### config.mk
export PLATFORM = sky130hd
export DESIGN_NAME = n_bit_alu
export DESIGN_NICKNAME = d
export VERILOG_FILES = /design/src/rtl/n_bit_alu.sv
export SDC_FILE = /design/constraint.sdc
export NUM_CORES = 1
export LEC_CHECK = 0
export BUFFER_PORTS_ARGS = -buffer_cell sky130_fd_sc_hd__buf_4
export CORE_MARGIN = 8
export CORE_UTILIZATION = 45
export CTS_BUF_LIST = sky130_fd_sc_hd__clkbuf_8
export DETAILED_ROUTE_END_ITERATION = 12
export PLACE_DENSITY = 0.69
export RECOVER_POWER = 100
export SLEW_MARGIN = 10
export SYNTH_ARGS = -nofsm -noshare
export SYNTH_HDL_FRONTEND = slang
export SYNTH_SLANG_ARGS = --single-unit
### constraint.sdc
create_clock -name clk -period 2.7 [get_ports clk]
set_clock_uncertainty 0.2 [all_clocks]
set_input_delay 0.54 -clock clk [delete_from_list [all_inputs] [get_ports clk]]
set_output_delay 0.54 -clock clk [all_outputs]
set_load 0.01 [all_outputs]
### src/rtl/n_bit_alu.sv
// rtl/n_bit_alu.sv - registered N-bit MIPS-style ALU (AND/OR/ADD/SUB/SLT/NOR/NAND)
//
// Purpose:
//   Integer ALU built as a ripple chain of N identical 1-bit full-adder slices.
//   The MSB slice also supplies the set-less-than term. Result and zero flag are
//   registered, giving one cycle of latency and one operation per cycle.
//
// Ports:
//   clk      in   1  rising-edge clock
//   rst      in   1  asynchronous active-high reset (result=0, zero=1)
//   Ainvert  in   1  invert operand a before the slice logic
//   Binvert  in   1  invert operand b before the slice logic
//   Cin      in   1  carry into bit 0 (Op=10 and Op=11 only)
//   Op       in   2  00 AND, 01 OR, 10 ADD, 11 SLT
//   a        in   N  operand A
//   b        in   N  operand B
//   result   out  N  registered result
//   zero     out  1  registered flag, 1 when result == 0

module n_bit_alu #(
  parameter int N = 64
) (
  input  logic         clk,
  input  logic         rst,
  input  logic         Ainvert,
  input  logic         Binvert,
  input  logic         Cin,
  input  logic [1:0]   Op,
  input  logic [N-1:0] a,
  input  logic [N-1:0] b,
  output logic [N-1:0] result,
  output logic         zero
);

  logic [N-1:0] a_eff;
  logic [N-1:0] b_eff;
  logic [N-1:0] sum;
  logic         carry_in_msb;
  logic         carry_out_msb;
  logic         set_msb;

  logic [N-1:0] result_d;
  logic [N-1:0] result_q;
  logic         zero_d;
  logic         zero_q;

  // One slice of the chain: returns {carry_out, sum_bit}.
  function automatic logic [1:0] full_add(input logic x, input logic y, input logic ci);
    full_add = {(x & y) | (ci & (x ^ y)), x ^ y ^ ci};
  endfunction

  // The carry is walked through a local variable so the chain is one
  // combinational process rather than a self-referencing vector.
  always_comb begin : ripple
    logic       c;
    logic [1:0] fa;
    a_eff = Ainvert ? ~a : a;
    b_eff = Binvert ? ~b : b;
    // Only the arithmetic ops (Op[1]=1) consume Cin; gating it keeps an
    // undriven Cin out of the chain for AND/OR.
    c = Cin & Op[1];
    sum = '0;
    carry_in_msb = 1'b0;
    fa = 2'b00;
    for (int i = 0; i < N; i++) begin
      if (i == N - 1) begin
        carry_in_msb = c;
      end
      fa = full_add(a_eff[i], b_eff[i], c);
      sum[i] = fa[0];
      c = fa[1];
    end
    carry_out_msb = c;
  end

  // Signed overflow flips the apparent sign of the sum; xor it back to get
  // the true sign, which is the less-than answer.
  assign set_msb = sum[N-1] ^ (carry_in_msb ^ carry_out_msb);

  always_comb begin
    result_d = '0;
    case (Op)
      2'b00:   result_d = a_eff & b_eff;
      2'b01:   result_d = a_eff | b_eff;
      2'b10:   result_d = sum;
      2'b11:   result_d = {{(N-1){1'b0}}, set_msb};
      default: result_d = '0;
    endcase
    zero_d = (result_d == '0);
  end

  always_ff @(posedge clk or posedge rst) begin
    if (rst) begin
      result_q <= '0;
      zero_q   <= 1'b1;
    end else begin
      result_q <= result_d;
      zero_q   <= zero_d;
    end
  end

  assign result = result_q;
  assign zero   = zero_q;

endmodule

==> results of run 1 <==
-- metrics by stage --
stage               total power (uW)  utilization  hold WS [ns]
floorplan                       2540            -         0.687
global placement                3820        0.649         0.414
detailed placement              3890        0.649         0.421
CTS                             4810        0.666        0.0305
global route                    5020        0.653         0.226
finish                          4640        0.653         0.175
-- power by group through the flow --
stage / Clock (uW) / Combinational, uW / Sequential [uW]
after floorplan: 0 / 1270 / 1270
after global placement: 0 / 2610 / 1210
after detailed placement: 0 / 2690 / 1200
after CTS: 899 / 2730 / 1190
after global routing: 936 / 2890 / 1200
final: 873 / 2580 / 1180
-- cells by family (layout without fill, tap and decap cells) --
logic type | Yosys count | in the layout | share of synthesized area
buffers and inverters | 188 | 586 | 0.0909
AOI/OAI and AO/OA | 116 | 116 | 0.0976
and+or+nand+nor | 129 | 129 | 0.102
xor gates and xnor gates | 128 | 128 | 0.138
DFF | 65 | 65 | 0.201
adders and majority gates | 192 | 192 | 0.355
muxes | 11 | 11 | 0.0151
-- layout make-up --
class | count | area (um2)
sequential | 65 | 1630
clock inverter | 5 | 50.0
clock buffer | 11 | 151
timing repair buffer | 429 | 2990
inverter | 141 | 529
fill | 1541 | 6200
multi-input combinational | 576 | 6000
tap | 229 | 287
-- state kept, by name, summed over array words and instances (netlist names) --
register	cells
result	64
zero	1
-- layer usage --
layer  up-vias  track usage  share of wire
met5         -            0              0
met4         0       0.0560          0.015
met3        17       0.0454          0.050
met2       135        0.380           0.52
met1      3297        0.244           0.41
li1       3335            -              -
-- worst max-delay path: cells and delay by family --
| kind | cells | cell delay (ns) |
|---|---|---|
| fa+ha+maj | 64 | 20.57 |
| simple gates | 3 | 0.99 |
| buf+inv | 13 | 0.74 |
| mux | 1 | 0.47 |
| xor+xnor | 1 | 0.14 |
-- cells in the mapped netlist (all sizes together) --
library cell / count
dfrtp: 64
o22ai: 10
nor4: 13
o31a: 53
or4: 5
xor2: 125
clkbuf: 21
o21ai: 53
nand4: 3
dfstp: 1
mux4: 1
xnor2: 3
and2b: 1
fa: 64
inv: 141
ha: 128
buf: 26
mux2i: 10
nand2b: 1
and2: 1
nor2b: 105
-- how the worst max path moves through the flow --
stage	slack (ns)	start	end
2_1_floorplan	-20.61	Op[1]	zero
4_1_cts	-20.76	Binvert	zero
6_report	-20.74	Ainvert	zero
3_5_place_dp	-21.19	Binvert	zero
3_3_place_gp	-20.86	Binvert	zero
5_1_grt	-21.25	Binvert	zero
-- what timing repair did --
item / CTS / global route
pin swaps: 2 / 3
hold buffers: 0 / 0
hold endpoints to repair: 0 / 0
setup endpoints to repair: 63 / 63
gates resized for setup: 20 / 8
setup buffers: 4 / 1
==> flow_summary.ini, run 1 <==
[run_status]
status = finished with violations
violations = setup timing

[clocking]
cts_sinks = 65
cts_tree = yes
cts_buffer_depth = 2
cts.reportedPaths.clkPinSlew_ns = 0.08
cts-root-buf = clkbuf_8
cts_buffers = 9
cts_max_level = 3

[critical_path]
cp-start-kind = primary input
cp_max_fo = 3
critPathMostFrequentCell = fa_2
endpoint_kind = register
slowest_delay_ns = 0.47
worst_ep_required_time_ns = 2.77
worstPathArrival_ns = 23.51
critPathKind = in -> reg
cp_slowest_cell = mux4_2

[place]
gp_congestion = 0.828
dpl.hpwl_um = 19600
io_buffer_count = 199
pre_cts_ws_ns = -21.19
dp.cells = 1437
postPlaceCellArea_um2 = 11600

[sta]
finalCritPeriodShare = 8.68
worst_slew_pin_slew_ns = 1.33
min_period_ns = 23.44
fmax_mhz = 42.7
drv_slew = 0
setup_ws_ns = -20.74
finalSetupTns_ns = -656.58
finalHoldViolCount = 0
setup_viol = 63
maxSlewHeadroom = 0.114
rsz0062_at_grt = true

[detailed_routing]
first_iter_violations = 199
drtPass1Iterations = 4
avgViaCountPerCell = 4.66
wl_um = 23400
route.detailed.drc = 0
vias = 6784
drtAntennaViolNets = 0
avgRoutedWirePerCell_um = 16.1

[layout]
drive_gt1_frac = 0.383
diodes = 0
final_cell_mix = buf_4, inv_1, ha_1
areaGrowthSynthToFinish_pct = 43.5
stdcell_area_um2 = 11600
final_common_cell = buf_4
nets = 1549
instances_no_fill = 1456

[floorplanning]
rows = 49
core_region_area_um2 = 17800
die_y_um = 150
die_w_um = 150
ioPinCount = 200
initial_core_util = 0.455
die_area_um2 = 22600

[power]
p_clk_frac = 0.188
power_switching_uw = 1750
p_per_area_nw_per_um2 = 398
p_leak_uw = 0.00595
sw_frac_of_total = 0.377
p_int_uw = 2890
comb_power_share = 0.556
vdd_ir_drop_max_mv = 0.293
power_frac_seq = 0.255

[global_routing]
grt_start_max_net_pins = 105
grt_pass1_wl_um = 36300
first_global_vias = 7261
grt_use_total = 0.209
antenna_found_initial = 0
overflow = 0

[yosys]
synth_top_area_frac = 0.197
yosysTopAreaCell = dfrtp_1
ys_top_cells_by_area = dfrtp_1, ha_1, fa_1
syn-num-nets = 1156
synthDistinctLibCells = 25
syn_inst = 829
synth_seq_cells = 65
yosysSeqAreaShare = 0.201
syn-cell-area_um2 = 8110
syn_avg_cell_area_um2 = 9.78
synth_warnings = 0

[min_path]
hp-class = in -> async

[run]
drv_cap = 0
No activity file was read; power rests on OpenSTA's default activity.
==> inputs of run 2 (changes only) <==
clock period = 21.7 ns   (was 2.7 ns; I/O delays follow)
==> run 2 against run 1 <==
Compared with the run above: the run ends with capacitance limit, slew limit, setup timing left; non-clock buffer count fell by 154; first-iteration DRC count rose by 23%; core utilization fell by 6.6 points; clock power fell by 89%; critical endpoint unchanged; sequential share of layout area rose by 1.6 points; final cell count fell by 11%; via count fell by 8.9%; critical path type unchanged; critical path depth did not move; hold slack improved by 4.1 ns; routed wire length fell by 2.0%; final area fell by 10%.
==> flow_summary.ini, run 2 (synthesized netlist as in run 1, its figures left out) <==
[floorplanning]
core_region_area_um2 = 17800
ioPinCount = 200
die_area_um2 = 22600
die_y_um = 150
rows = 49
die_w_um = 150
initial_core_util = 0.455

[detailed_routing]
vias = 6178
avgRoutedWirePerCell_um = 17.6
wl_um = 23000
first_iter_violations = 245
avgViaCountPerCell = 4.75
drtAntennaViolNets = 0
route.detailed.drc = 0
drtPass1Iterations = 4

[critical_path]
cp-start-kind = primary input
critPathKind = in -> reg
worst_ep_required_time_ns = 21.79
critPathMostFrequentCell = fa_2
cp_max_fo = 3
worstPathArrival_ns = 27.23
crit_family = adder cells
path_depth = 82
cp_slowest_cell = mux4_2
endpoint_kind = register
cp.buffers_inverters = 13
slowest_delay_ns = 0.46

[layout]
nets = 1395
largest_reg_flops = 64
diodes = 0
final_cell_mix = buf_4, inv_1, ha_1
drive_gt1_frac = 0.292
stdcell_area_um2 = 10500
multi_input_area_um2 = 5990
final_common_cell = buf_4
fillers = 1608
regArea_um2 = 1630
areaGrowthSynthToFinish_pct = 29.0

[place]
postPlaceCellArea_um2 = 10400
gp_congestion = 0.822
pre_cts_ws_ns = -5.90
io_buffer_count = 199
dpl.hpwl_um = 18300

[run]
drv_cap = 1

[sta]
worst_slew_pin_slew_ns = 3.72
maxSlewHeadroom = -1.48
fmax_mhz = 36.8
rsz0062_at_grt = true
drv_slew = 66
setup_ws_ns = -5.45
setup_viol = 18
finalHoldViolCount = 0
finalCritPeriodShare = 1.25
min_period_ns = 27.15

[clocking]
cts-root-buf = clkbuf_8
cts_sinks = 65
cts_buffer_depth = 2
cts.reportedPaths.clkPinSlew_ns = 0.08
cts_hold_buf = 0
cts_tree = yes
cts_max_level = 3
cts_buffers = 9

[global_routing]
antenna_found_initial = 0
grt_start_max_net_pins = 101
grt_use_total = 0.205
overflow = 0
grt_pass1_wl_um = 35500
first_global_vias = 6730

[min_path]
holdPathStages = 5
hp-class = in -> reg

[power]
vdd_ir_drop_max_mv = 0.0235
p_per_area_nw_per_um2 = 49.9
p_leak_uw = 0.00519

[run_status]
status = finished with violations
violations = capacitance limit, slew limit, setup timing
## run 2: changes by cell type in the layout (fill, tap and decap cells not counted), moves of 4 or more
cell / change
buf_4: -154
o22ai_1: +4
o22ai_2: -5
nor2b_2: -4
nor2b_1: +4
## run 2: area by class of cell
class / count / share of cell area
clock inverters: 7 / 0.00443
flip-flops and latches: 65 / 0.156
multi-input cells: 576 / 0.573
well taps: 229 / 0.0274
clock buffers: 9 / 0.0118
inverters: 141 / 0.0506
repair buffers: 275 / 0.177
## run 2: power breakdown
part	internal [uW]	switching, uW
clock	41.2	55.6
sequential	140	7.22
combinational	126	152
## run 2: final timing paths
path                         start    endpoint
setup / recovery           Ainvert        zero
hold / removal               b[62]  result[62]
max in group asynchronous      rst  result[57]
min in group asynchronous      rst   result[6]
## run 2: stage by stage
stage | std cells | utilization | setup TNS, ns | power [uW] | hold WS [ns]
3_3_place_gp | 1280 | 0.582 | -51.85 | 433 | 4.47
4_1_cts | 1300 | 0.597 | -47.65 | 542 | 4.07
2_1_floorplan | 829 | - | -48.34 | 317 | 4.49
5_1_grt | 1302 | 0.586 | -55.06 | 569 | 4.33
6_report | 1302 | 0.586 | -47.47 | 522 | 4.32
3_5_place_dp | 1280 | 0.582 | -55.70 | 439 | 4.47
## run 2: what timing repair did
item | in CTS | in global routing
pin swaps | 1 | 1
setup buffers | 4 | 3
resized for setup | 17 | 8
gates cloned | 0 | 0
endpoints found under the setup margin | 18 | 18
## run 2: routing by layer
layer  GRT usage  part of all wire  up-vias
met5           0                 0        -
met3      0.0418             0.051       11
met2       0.363              0.51      151
met4      0.0480             0.011        0
li1            -                 -     3028
met1       0.251              0.43     2988
